File: config.mk
export PLATFORM = sky130hd
export DESIGN_NAME = mux8_rr_arbiter_flat
export DESIGN_NICKNAME = d
export VERILOG_FILES = /design/src/rtl/mux8_rr_arbiter_pkg.sv /design/src/rtl/mux8_rr_arbiter_if.sv /design/src/rtl/mux8_rr_arbiter_rr_pick.sv /design/src/rtl/mux8_rr_arbiter.sv /design/src/flat_wrapper.sv
export SDC_FILE = /design/constraint.sdc
export NUM_CORES = 1
export LEC_CHECK = 0
export BUFFER_PORTS_ARGS = -buffer_cell sky130_fd_sc_hd__buf_2
export CAP_MARGIN = 10
export CORE_ASPECT_RATIO = 1.4
export CORE_UTILIZATION = 30
export DETAILED_ROUTE_END_ITERATION = 8
export GPL_TIMING_DRIVEN = 0
export PLACE_DENSITY_LB_ADDON = 0.15
export REMOVE_ABC_BUFFERS = 1
export SETUP_SLACK_MARGIN = 0.3
export SLEW_MARGIN = 20
export SYNTH_ARGS = -nofsm -noshare
export SYNTH_HDL_FRONTEND = slang
export SYNTH_SLANG_ARGS = --single-unit
File: constraint.sdc
create_clock -name clk -period 4.5 [get_ports clk]
set_input_delay 0.9 -clock clk [delete_from_list [all_inputs] [get_ports clk]]
set_output_delay 0.9 -clock clk [all_outputs]
set_load 0.03 [all_outputs]
File: src/rtl/mux8_rr_arbiter_pkg.sv
// Shared types and helpers for the mux8_rr_arbiter slice.
package mux8_arb_pkg;

  localparam int N_REQ_DEF = 8;
  localparam int SEL_W_DEF = 3;

  typedef enum logic {
    IDLE  = 1'b0,
    GRANT = 1'b1
  } arb_state_t;

  // Binary index of the single set bit; returns 0 for an all-zero vector.
  function automatic logic [SEL_W_DEF-1:0] onehot2bin(input logic [N_REQ_DEF-1:0] oh);
    logic [SEL_W_DEF-1:0] b;
    b = '0;
    for (int i = 0; i < N_REQ_DEF; i++) begin
      if (oh[i]) b = b | SEL_W_DEF'(i);
    end
    return b;
  endfunction

endpackage

File: src/rtl/mux8_rr_arbiter_if.sv
// Request/grant/data bundle between the requester lanes and the shared mux arbiter.
interface mux8_rr_arbiter_if #(
  parameter int N_REQ = 8,
  parameter int SEL_W = 3
);
  logic [N_REQ-1:0] req;
  logic [N_REQ-1:0] din;
  logic [N_REQ-1:0] gnt;
  logic [SEL_W-1:0] sel;
  logic             gnt_valid;
  logic             dout;
  logic             dout_valid;

  modport master (
    output req, din,
    input  gnt, sel, gnt_valid, dout, dout_valid
  );

  modport slave (
    input  req, din,
    output gnt, sel, gnt_valid, dout, dout_valid
  );
endinterface

File: src/rtl/mux8_rr_arbiter_rr_pick.sv
// Round-robin winner search: first set bit of req&mask, starting just after 'last'.
module rr_pick
  import mux8_arb_pkg::*;
#(
  parameter int N_REQ = N_REQ_DEF,
  parameter int SEL_W = SEL_W_DEF
) (
  input  logic [N_REQ-1:0] req,
  input  logic [N_REQ-1:0] mask,
  input  logic [SEL_W-1:0] last,
  output logic             win_vld,
  output logic [SEL_W-1:0] win_idx
);

  logic [N_REQ-1:0] cand;
  logic [N_REQ-1:0] win_oh;
  logic [SEL_W-1:0] idx;
  logic             found;

  // Walk last+1, last+2, ... wrapping; N_REQ is a power of two so the index wraps naturally.
  always_comb begin
    cand   = req & mask;
    win_oh = '0;
    found  = 1'b0;
    idx    = last;
    for (int k = 0; k < N_REQ; k++) begin
      idx = idx + SEL_W'(1);
      if (!found && cand[idx]) begin
        win_oh[idx] = 1'b1;
        found       = 1'b1;
      end
    end
  end

  assign win_vld = found;
  assign win_idx = SEL_W'(onehot2bin(N_REQ_DEF'(win_oh)));

endmodule

File: src/rtl/mux8_rr_arbiter.sv
// Round-robin arbiter sharing one N_REQ:1 serial mux; registered grant, select and data.
// Optional forced rotation after MAX_HOLD grant cycles: define ARB_TIMEOUT_EN.
module mux8_rr_arbiter
  import mux8_arb_pkg::*;
#(
  parameter int N_REQ    = N_REQ_DEF,
  parameter int SEL_W    = SEL_W_DEF,
  parameter int MAX_HOLD = 16
) (
  input  logic              clk,
  input  logic              rst_n,
  mux8_rr_arbiter_if.slave  bus
);

  if (SEL_W != $clog2(N_REQ) || N_REQ < 2 || N_REQ > 8) begin : g_bad_width
    $error("mux8_rr_arbiter: N_REQ must be a power of two in 2..8 with SEL_W == clog2(N_REQ)");
  end
  if (MAX_HOLD < 2 || MAX_HOLD > 255) begin : g_bad_hold
    $error("mux8_rr_arbiter: MAX_HOLD must be in 2..255");
  end

  arb_state_t       state_q, state_d;
  logic [N_REQ-1:0] gnt_q, gnt_d;
  logic [SEL_W-1:0] sel_q, sel_d;
  logic             gv_q, gv_d;
  logic [SEL_W-1:0] last_q, last_d;
  logic             dout_q, dv_q;

  logic [N_REQ-1:0] pick_mask;
  logic             win_vld;
  logic [SEL_W-1:0] win_idx;
  logic [N_REQ-1:0] win_oh;

`ifdef ARB_TIMEOUT_EN
  logic [7:0]       hold_q, hold_d;
`endif

  // In IDLE everyone is eligible; on release/rotation the current holder is masked out.
  assign pick_mask = (state_q == IDLE) ? '1 : ~gnt_q;
  assign win_oh    = {{(N_REQ-1){1'b0}}, 1'b1} << win_idx;

  rr_pick #(
    .N_REQ (N_REQ),
    .SEL_W (SEL_W)
  ) u_pick (
    .req     (bus.req),
    .mask    (pick_mask),
    .last    (last_q),
    .win_vld (win_vld),
    .win_idx (win_idx)
  );

  // Next-state and next-grant decision.
  always_comb begin
    state_d = state_q;
    gnt_d   = gnt_q;
    sel_d   = sel_q;
    gv_d    = gv_q;
    last_d  = last_q;
`ifdef ARB_TIMEOUT_EN
    hold_d  = hold_q;
`endif
    unique case (state_q)
      IDLE: begin
        if (win_vld) begin
          state_d = GRANT;
          gnt_d   = win_oh;
          sel_d   = win_idx;
          gv_d    = 1'b1;
          last_d  = win_idx;
`ifdef ARB_TIMEOUT_EN
          hold_d  = 8'd0;
`endif
        end
      end
      GRANT: begin
        if (bus.req[sel_q]) begin
`ifdef ARB_TIMEOUT_EN
          if (hold_q == 8'(MAX_HOLD - 1)) begin
            // win_vld here means another requester is waiting
            if (win_vld) begin
              gnt_d  = win_oh;
              sel_d  = win_idx;
              last_d = win_idx;
            end
            hold_d = 8'd0;
          end else if (hold_q != 8'hFF) begin
            hold_d = hold_q + 8'd1;
          end
`endif
        end else if (win_vld) begin
          gnt_d  = win_oh;
          sel_d  = win_idx;
          last_d = win_idx;
`ifdef ARB_TIMEOUT_EN
          hold_d = 8'd0;
`endif
        end else begin
          state_d = IDLE;
          gnt_d   = '0;
          gv_d    = 1'b0;
        end
      end
      default: begin
        state_d = IDLE;
        gnt_d   = '0;
        gv_d    = 1'b0;
      end
    endcase
  end

  // Control registers; last resets to N_REQ-1 so the first search starts at index 0.
  always_ff @(posedge clk or negedge rst_n) begin
    if (!rst_n) begin
      state_q <= IDLE;
      gnt_q   <= '0;
      sel_q   <= '0;
      gv_q    <= 1'b0;
      last_q  <= SEL_W'(N_REQ - 1);
`ifdef ARB_TIMEOUT_EN
      hold_q  <= 8'd0;
`endif
    end else begin
      state_q <= state_d;
      gnt_q   <= gnt_d;
      sel_q   <= sel_d;
      gv_q    <= gv_d;
      last_q  <= last_d;
`ifdef ARB_TIMEOUT_EN
      hold_q  <= hold_d;
`endif
    end
  end

  // Registered mux output, one cycle behind sel.
  always_ff @(posedge clk or negedge rst_n) begin
    if (!rst_n) begin
      dout_q <= 1'b0;
      dv_q   <= 1'b0;
    end else begin
      dout_q <= gv_q ? bus.din[sel_q] : 1'b0;
      dv_q   <= gv_q;
    end
  end

  assign bus.gnt        = gnt_q;
  assign bus.sel        = sel_q;
  assign bus.gnt_valid  = gv_q;
  assign bus.dout       = dout_q;
  assign bus.dout_valid = dv_q;

endmodule

File: src/flat_wrapper.sv
// flat-port wrapper written by rule: the top's interface ports become plain ports
module mux8_rr_arbiter_flat import mux8_arb_pkg::*;
#(
  parameter int N_REQ    = N_REQ_DEF,
  parameter int SEL_W    = SEL_W_DEF,
  parameter int MAX_HOLD = 16
)
  (clk, rst_n, bus_req, bus_din, bus_gnt, bus_sel, bus_gnt_valid, bus_dout, bus_dout_valid);
  mux8_rr_arbiter_if #(.N_REQ(N_REQ), .SEL_W(SEL_W)) bus_i ();
  input  logic clk;
  input  logic rst_n;
  input wire logic [$bits(bus_i.req)-1:0] bus_req;
  input wire logic [$bits(bus_i.din)-1:0] bus_din;
  output wire logic [$bits(bus_i.gnt)-1:0] bus_gnt;
  output wire logic [$bits(bus_i.sel)-1:0] bus_sel;
  output wire logic [$bits(bus_i.gnt_valid)-1:0] bus_gnt_valid;
  output wire logic [$bits(bus_i.dout)-1:0] bus_dout;
  output wire logic [$bits(bus_i.dout_valid)-1:0] bus_dout_valid;
  assign bus_i.req = bus_req;
  assign bus_i.din = bus_din;
  assign bus_gnt = bus_i.gnt;
  assign bus_sel = bus_i.sel;
  assign bus_gnt_valid = bus_i.gnt_valid;
  assign bus_dout = bus_i.dout;
  assign bus_dout_valid = bus_i.dout_valid;
  mux8_rr_arbiter #(.N_REQ(N_REQ), .SEL_W(SEL_W), .MAX_HOLD(MAX_HOLD)) u_core (.clk(clk), .rst_n(rst_n), .bus(bus_i));
endmodule
==> summary.md, run 1 <==
| Metric | Value |
|---|---|
| Hold_sp | u_core.bus.gnt_valid$_DFFE_PN0P_ |
| Crit Path Category | reg -> reg |
| Synth warn | 0 |
| Max clock buf depth | 2 |
| CTS sink cnt | 18 |
| Critical path launch point | u_core.last_q[0]$_DFFE_PN1P_ |
| Max_slew headroom | 0.5552 |
| Die Ht | 107.9 um |
| Fin. max-slew vios | 0 |
| Hold Path Cell Cnt | 0 |
| 1st-iter DRT viols | 185 |
| Largest family of logic cells by synthesized area | compound AO/OA/AOI/OAI gates |
| CORE AREA | 7750 um^2 |
| Routed vias/inst | 6.040 |
| Max Freq | 245.5 MHz |
| Min Tclk post-route | 4.073 ns |
| Mean Syn Cell Area | 9.002 um^2 |
| Synthesized area | 2404 um^2 |
| CTS Root Cell | clkbuf_8 |
| Reg2reg start | u_core.last_q[0]$_DFFE_PN1P_ |
| Netlist cell types | 69 |
| GPL Wtd Cong | 0.9429 |
| Hold Path Class | reg -> reg |
| Number of buffers added on ports | 31 |
| Share of cells above drive strength 1 | 0.3344 |
| CP arrival | 4.23 ns |
| GRT overflow | 0 |
| Post-synthesis mux area share | 0.2119 |
| Number of global-route vias before repair | 2,451 |
| Final wirelength | 8.353 mm |
| Area contributors post-synth | dfrtp_1 (16%), mux2i_1 (6.7%), mux4_2 (6.6%), nand2_1 (5.0%), mux2_2 (4.7%) |
| Drt wl/cell | 20.62 um |
| Status | finished clean |
| Crit Path Max Fanout | 5 |
| Drt drc | 0 |
| Max-cap violations | 0 |
| DIE WIDTH | 77.65 um |
| Flop2flop setup slack | 0.43 ns |
| Area growth, synth to finish | 25.40% |
| Clock transition at path regs | 0.07 ns |
| Fin. Hold Viols | 0 |
| Adder-Cell Fraction of Synth Area | 0.03123 |
| Final #Nets | 330 |
| Post-synth EDFFs | 0 |
| Vias | 2,446 |
| # IOs | 32 |
| Placement Cell Area | 2621 um^2 |
| First-pass GRT wire length | 13.18 mm |
| Initial antenna violation count | 0 |
| Clk_skew | 0.003470 ns |
| Xor/xnor cell area share of the yosys netlist | 0.09058 |
| Diode count | 0 |
| Largest net degree at the start of global routing | 19 |
| Sequential area share after synthesis | 0.1890 |
| Async SR Flop Fraction | 1.000 |
| Fin area | 3014 um^2 |
| FF-to-FF End | u_core.bus.gnt[1]$_DFFE_PN0P_ |
| GRT Util Overall | 0.2069 |
| Worst setup EP type | register |
| HPWL Detailed | 6.261 mm |
| CTS tree | built |
| Yosys reg bits | 18 |
| Clock Latency Late Sink | 0.26 ns |
| Yosys top cell area share | 0.1562 |
| Final setup viols | 0 |
| H-Tree Depth | 1 |
| Full die area | 8379 um^2 |
| Synth Area in Compound Gates | 0.2431 |
| FP Rows | 38 |
| Initial Util | 0.3101 |
| DRT Pass-1 Iters | 4 |
| Actual slew at the worst max-slew pin | 0.6612 ns |
| Top cell type by total area after synthesis | dfrtp_1 |
| RSZ-0062 raised after global routing | false |
| Synthesized netlist cell count | 267 |
| Final design utilization | 0.3889 |
| Period Utilization, post-route | 0.9052 |
| CTS buffer count | 3 |
| Simple-gate portion of the synthesized area | 0.1957 |
| Worst Hold End | u_core.bus.dout_valid$_DFF_PN0_ |
| Worst setup SP type | register |
| Routed Antenna Nets | 0 |
| Critical Path RT | 4.65 ns |
| Reg2Reg Depth | 9 |
| Predominant post-synthesis flop cell | dfrtp_1 |
state kept, by name, indices dropped and copies added (netlist names):
signal,count
u_core.last_q,3
u_core.bus.dout_valid,1
u_core.bus.sel,3
u_core.state_q,1
u_core.bus.gnt,8
u_core.bus.dout,1
u_core.bus.gnt_valid,1
worst max-delay path by stage:
stage,to,slack [ns],depth (start not counted)
floorplan,u_core.bus.gnt[0]$_DFFE_PN0P_,-0.25,13
CTS,u_core.bus.gnt[1]$_DFFE_PN0P_,0.31,11
finish,u_core.bus.gnt[1]$_DFFE_PN0P_,0.43,9
global placement,u_core.bus.gnt[0]$_DFFE_PN0P_,-1.54,13
global route,u_core.bus.gnt[1]$_DFFE_PN0P_,0.25,12
detailed placement,u_core.bus.gnt[0]$_DFFE_PN0P_,-1.50,13
cells in the final DEF, fill, tap and decap left out, types with 5 or more instances in the layout:
cell and n:
nor2_1 12, nand2_1 32, mux2_2 10, a211oi_1 5, a21boi_0 6, xnor2_4 5, a21oi_1 10, o21ai_0 7
buf_4 13, nor4_1 9, nand2b_1 5, mux4_2 8, buf_2 31, inv_1 6, nor3_1 9, dfrtp_1 15
mux2i_1 15
stage by stage:
stage               setup TNS [ns]  std cells  hold slack (ns)  setup slack (ns)
floorplan                  -0.7816        256           0.5169           -0.2536
global placement            -16.09        387           0.4178            -1.542
detailed placement          -15.33        387           0.4151            -1.502
CTS                              0        401           0.4345            0.3062
global route                     0        405           0.4518            0.2544
finish                           0        405           0.4333            0.4267
layer usage:
| metal | up-vias | wire [um] | global-route usage |
|---|---|---|---|
| li1 | 1129 | - | - |
| met1 | 1169 | 3163 | 0.2257 |
| met2 | 115 | 4362 | 0.3805 |
| met3 | 33 | 317 | 0.01102 |
| met4 | 0 | 509 | 0.1442 |
| met5 | - | 0 | 0 |
Yosys cell counts, types with 5 or more instances:
cell type	number
xnor2_1	8
dfrtp_1	15
mux4_2	7
buf_2	5
nor2_1	12
ha_1	6
inv_1	6
o21ai_0	7
nor3_1	9
nand2_1	32
mux2_2	10
a21boi_0	8
nand2b_1	5
mux2i_1	16
a21oi_1	12
nor4_1	9
a211oi_1	5
layout make-up:
cell class                 instances  area, um^2
timing repair buffer              45       272.8
multi-input combinational        230        2081
inverter                           8       32.53
clock buffer                       4       45.04
tap                              100       125.1
sequential                        18       457.9
fill                             788        4736
logic make-up after synthesis:
logic type / count (synthesis)
AO/OA/AOI/OAI: 78
XOR/XNOR: 18
adder cells (fa/ha/maj): 6
buffers and inverters: 19
flip-flops: 18
multiplexers: 36
AND/OR/NAND/NOR: 92
worst max-delay path, cell delays in order (launching register included):
cell and delay, ns:
dfstp_4 0.68, ha_2 0.25, xor3_2 0.47, xor2_4 0.31, mux4_2 0.60, or4_1 0.64
a221oi_2 0.34, o2bb2ai_1 0.16, nor2b_1 0.22, a32o_1 0.29
what timing repair did:
item / in CTS / in global routing
pin swaps: 5 / 6
gates resized for setup: 22 / 13
endpoints found under the setup margin: 16 / 10
cloned: 0 / 0
buffers inserted: 10 / 4
hold buffers: 0 / 0
Power of run 1 is left out: the tool's default activity adds up to more than one toggle a clock period on the data nets, which glitch-free logic cannot reach.
==> run 2, diff against run 1 <==
Settings changed: PLACE_DENSITY_LB_ADDON 0.15 to unset.
==> run 2 against run 1 <==
  * Register-to-register slack lost 0.04 ns
  * Via count grew 4.5%
  * Wire length fell by 5.5%
  * Hold slack gained 0.010 ns
  * Sequential share of layout area about the same
  * Clock-buffer cell count did not move
  * Die area unchanged
  * First-iteration DRC count is 2.7% lower
==> summary.md, run 2 (synthesis results as in run 1) <==
| Metric | Value |
|---|---|
| Status | finished clean |
| First-pass GRT wire length | 12.32 mm |
| # fillers | 757 |
| Diode count | 0 |
| Number of global-route vias before repair | 2,502 |
| DRT Pass-1 Iters | 6 |
| HPWL Detailed | 5.849 mm |
| Min Tclk post-route | 4.110 ns |
| Flop2flop setup slack | 0.39 ns |
| Clock Latency Late Sink | 0.25 ns |
| Fin. Hold Viols | 0 |
| Worst setup EP type | register |
| Share of cells above drive strength 1 | 0.3454 |
| FP Rows | 38 |
| Vias | 2,555 |
| Critical Path RT | 4.64 ns |
| Placement Cell Area | 2621 um^2 |
| RSZ-0062 raised after global routing | true |
| CP arrival | 4.25 ns |
| Crit Path Max Fanout | 6 |
| Max reg flops | 8 |
| Final design utilization | 0.3888 |
| Initial Util | 0.3101 |
| Final setup viols | 0 |
| 1st-iter DRT viols | 180 |
| Reg2Reg Depth | 10 |
| Clk_skew | 0.005174 ns |
| Largest net degree at the start of global routing | 19 |
| H-Tree Depth | 1 |
| Crit path cell chain | ha_2, xor3_2, xor2_4, buf_4, mux4_2, or4_1, a221oi_2, o2bb2ai_1, nor2b_2, a32o_1 |
| Period Utilization, post-route | 0.9134 |
| Number of buffers added on ports | 31 |
| CORE AREA | 7750 um^2 |
| CTS buffer count | 3 |
| Most common cell after layout, fill and taps aside | nand2_1 |
| Top delay family on crit path | simple AND/OR/NAND/NOR gates |
| Max incr delay on CP | 0.69 ns |
| Routed Antenna Nets | 0 |
| Worst Slack Setup Final | 0.3898 ns |
| Max-cap violations | 0 |
| Drt wl/cell | 19.54 um |
| Area growth, synth to finish | 25.35% |
| Clock transition at path regs | 0.07 ns |
| Drt drc | 0 |
| Final wirelength | 7.896 mm |
| DIE WIDTH | 77.65 um |
| Fin area | 3013 um^2 |
| Max clock buf depth | 2 |
| Worst setup SP type | register |
| CTS sink cnt | 18 |
| GRT Util Overall | 0.1894 |
| CP max stage cell | dfstp_4 |
| Most frequent cells in the layout | nand2_1 (32), buf_2 (31), mux2i_1 (15), dfrtp_1 (15), buf_4 (13) |
| Max Freq | 243.3 MHz |
| Hold Path Cell Cnt | 0 |
| Hold Path Class | reg -> reg |
| WP depth | 10 |
| Pre-CTS setup slack | -1.447 ns |
| Post-CTS Hold Fix Bufs | 0 |
| Final #Nets | 329 |
| Critical path launch point | u_core.last_q[0]$_DFFE_PN1P_ |
| Die Ht | 107.9 um |
| CTS Root Cell | clkbuf_8 |
| Crit Path Category | reg -> reg |
| GPL Wtd Cong | 0.9461 |
| CP Buf/Inv Count | 1 |
| GRT overflow | 0 |
| # IOs | 32 |
| Full die area | 8379 um^2 |
| Routed vias/inst | 6.324 |
| Actual slew at the worst max-slew pin | 0.7711 ns |
| Hold_sp | u_core.bus.gnt_valid$_DFFE_PN0P_ |
| Reg2reg start | u_core.last_q[0]$_DFFE_PN1P_ |
| CTS tree | built |
| Max_slew headroom | 0.4812 |
| Fin. max-slew vios | 0 |
| Initial antenna violation count | 0 |
-- run 2: cell type report --
cell class              count  area [um^2]  area share
multi-input cells         230         2090      0.6935
repair buffers             44        252.7     0.08389
flip-flops and latches     18        457.9      0.1520
inverters                   8        32.53     0.01080
clock buffers               4        55.05     0.01827
well taps                 100        125.1     0.04153
-- run 2: worst register-to-register path: cells and delay by family, from the launching register on --
family / cells / cell delay (ns)
AOI/OAI and AO/OA: 3 / 0.80
xor gates and xnor gates: 2 / 0.75
adders and majority gates: 1 / 0.25
buffers and inverters: 1 / 0.15
DFF: 1 / 0.69
muxes: 1 / 0.52
and+or+nand+nor: 2 / 0.85
-- run 2: metrics by stage --
step / cells / hold WS (ns) / TNS [ns]
2_1_floorplan: 256 / 0.5169 / -0.7816
3_3_place_gp: 387 / 0.4468 / -14.61
3_5_place_dp: 387 / 0.4427 / -15.00
4_1_cts: 399 / 0.4533 / 0
5_1_grt: 404 / 0.4691 / 0
6_report: 404 / 0.4436 / 0
-- run 2: metal layers --
| layer | GRT usage | part of all wire | vias up |
|---|---|---|---|
| li1 | - | - | 1126 |
| met1 | 0.1995 | 0.36 | 1224 |
| met2 | 0.3540 | 0.50 | 163 |
| met3 | 0.01186 | 0.063 | 42 |
| met4 | 0.1361 | 0.073 | 0 |
| met5 | 0 | 0 | - |
-- run 2: worst paths after layout --
check / to
worst max-delay path: u_core.bus.gnt[1]$_DFFE_PN0P_
worst min-delay path: u_core.bus.dout_valid$_DFF_PN0_
worst max register to register: u_core.bus.gnt[1]$_DFFE_PN0P_
worst min register to register: u_core.bus.dout_valid$_DFF_PN0_
max in group asynchronous: u_core.last_q[0]$_DFFE_PN1P_
min in group asynchronous: u_core.bus.dout_valid$_DFF_PN0_
-- run 2: repair_timing --
item	CTS	global route
endpoints found under the setup margin	16	6
pin swaps	4	4
resized for setup	25	14
setup buffers	8	5
Power of run 2 is left out for the same reason.
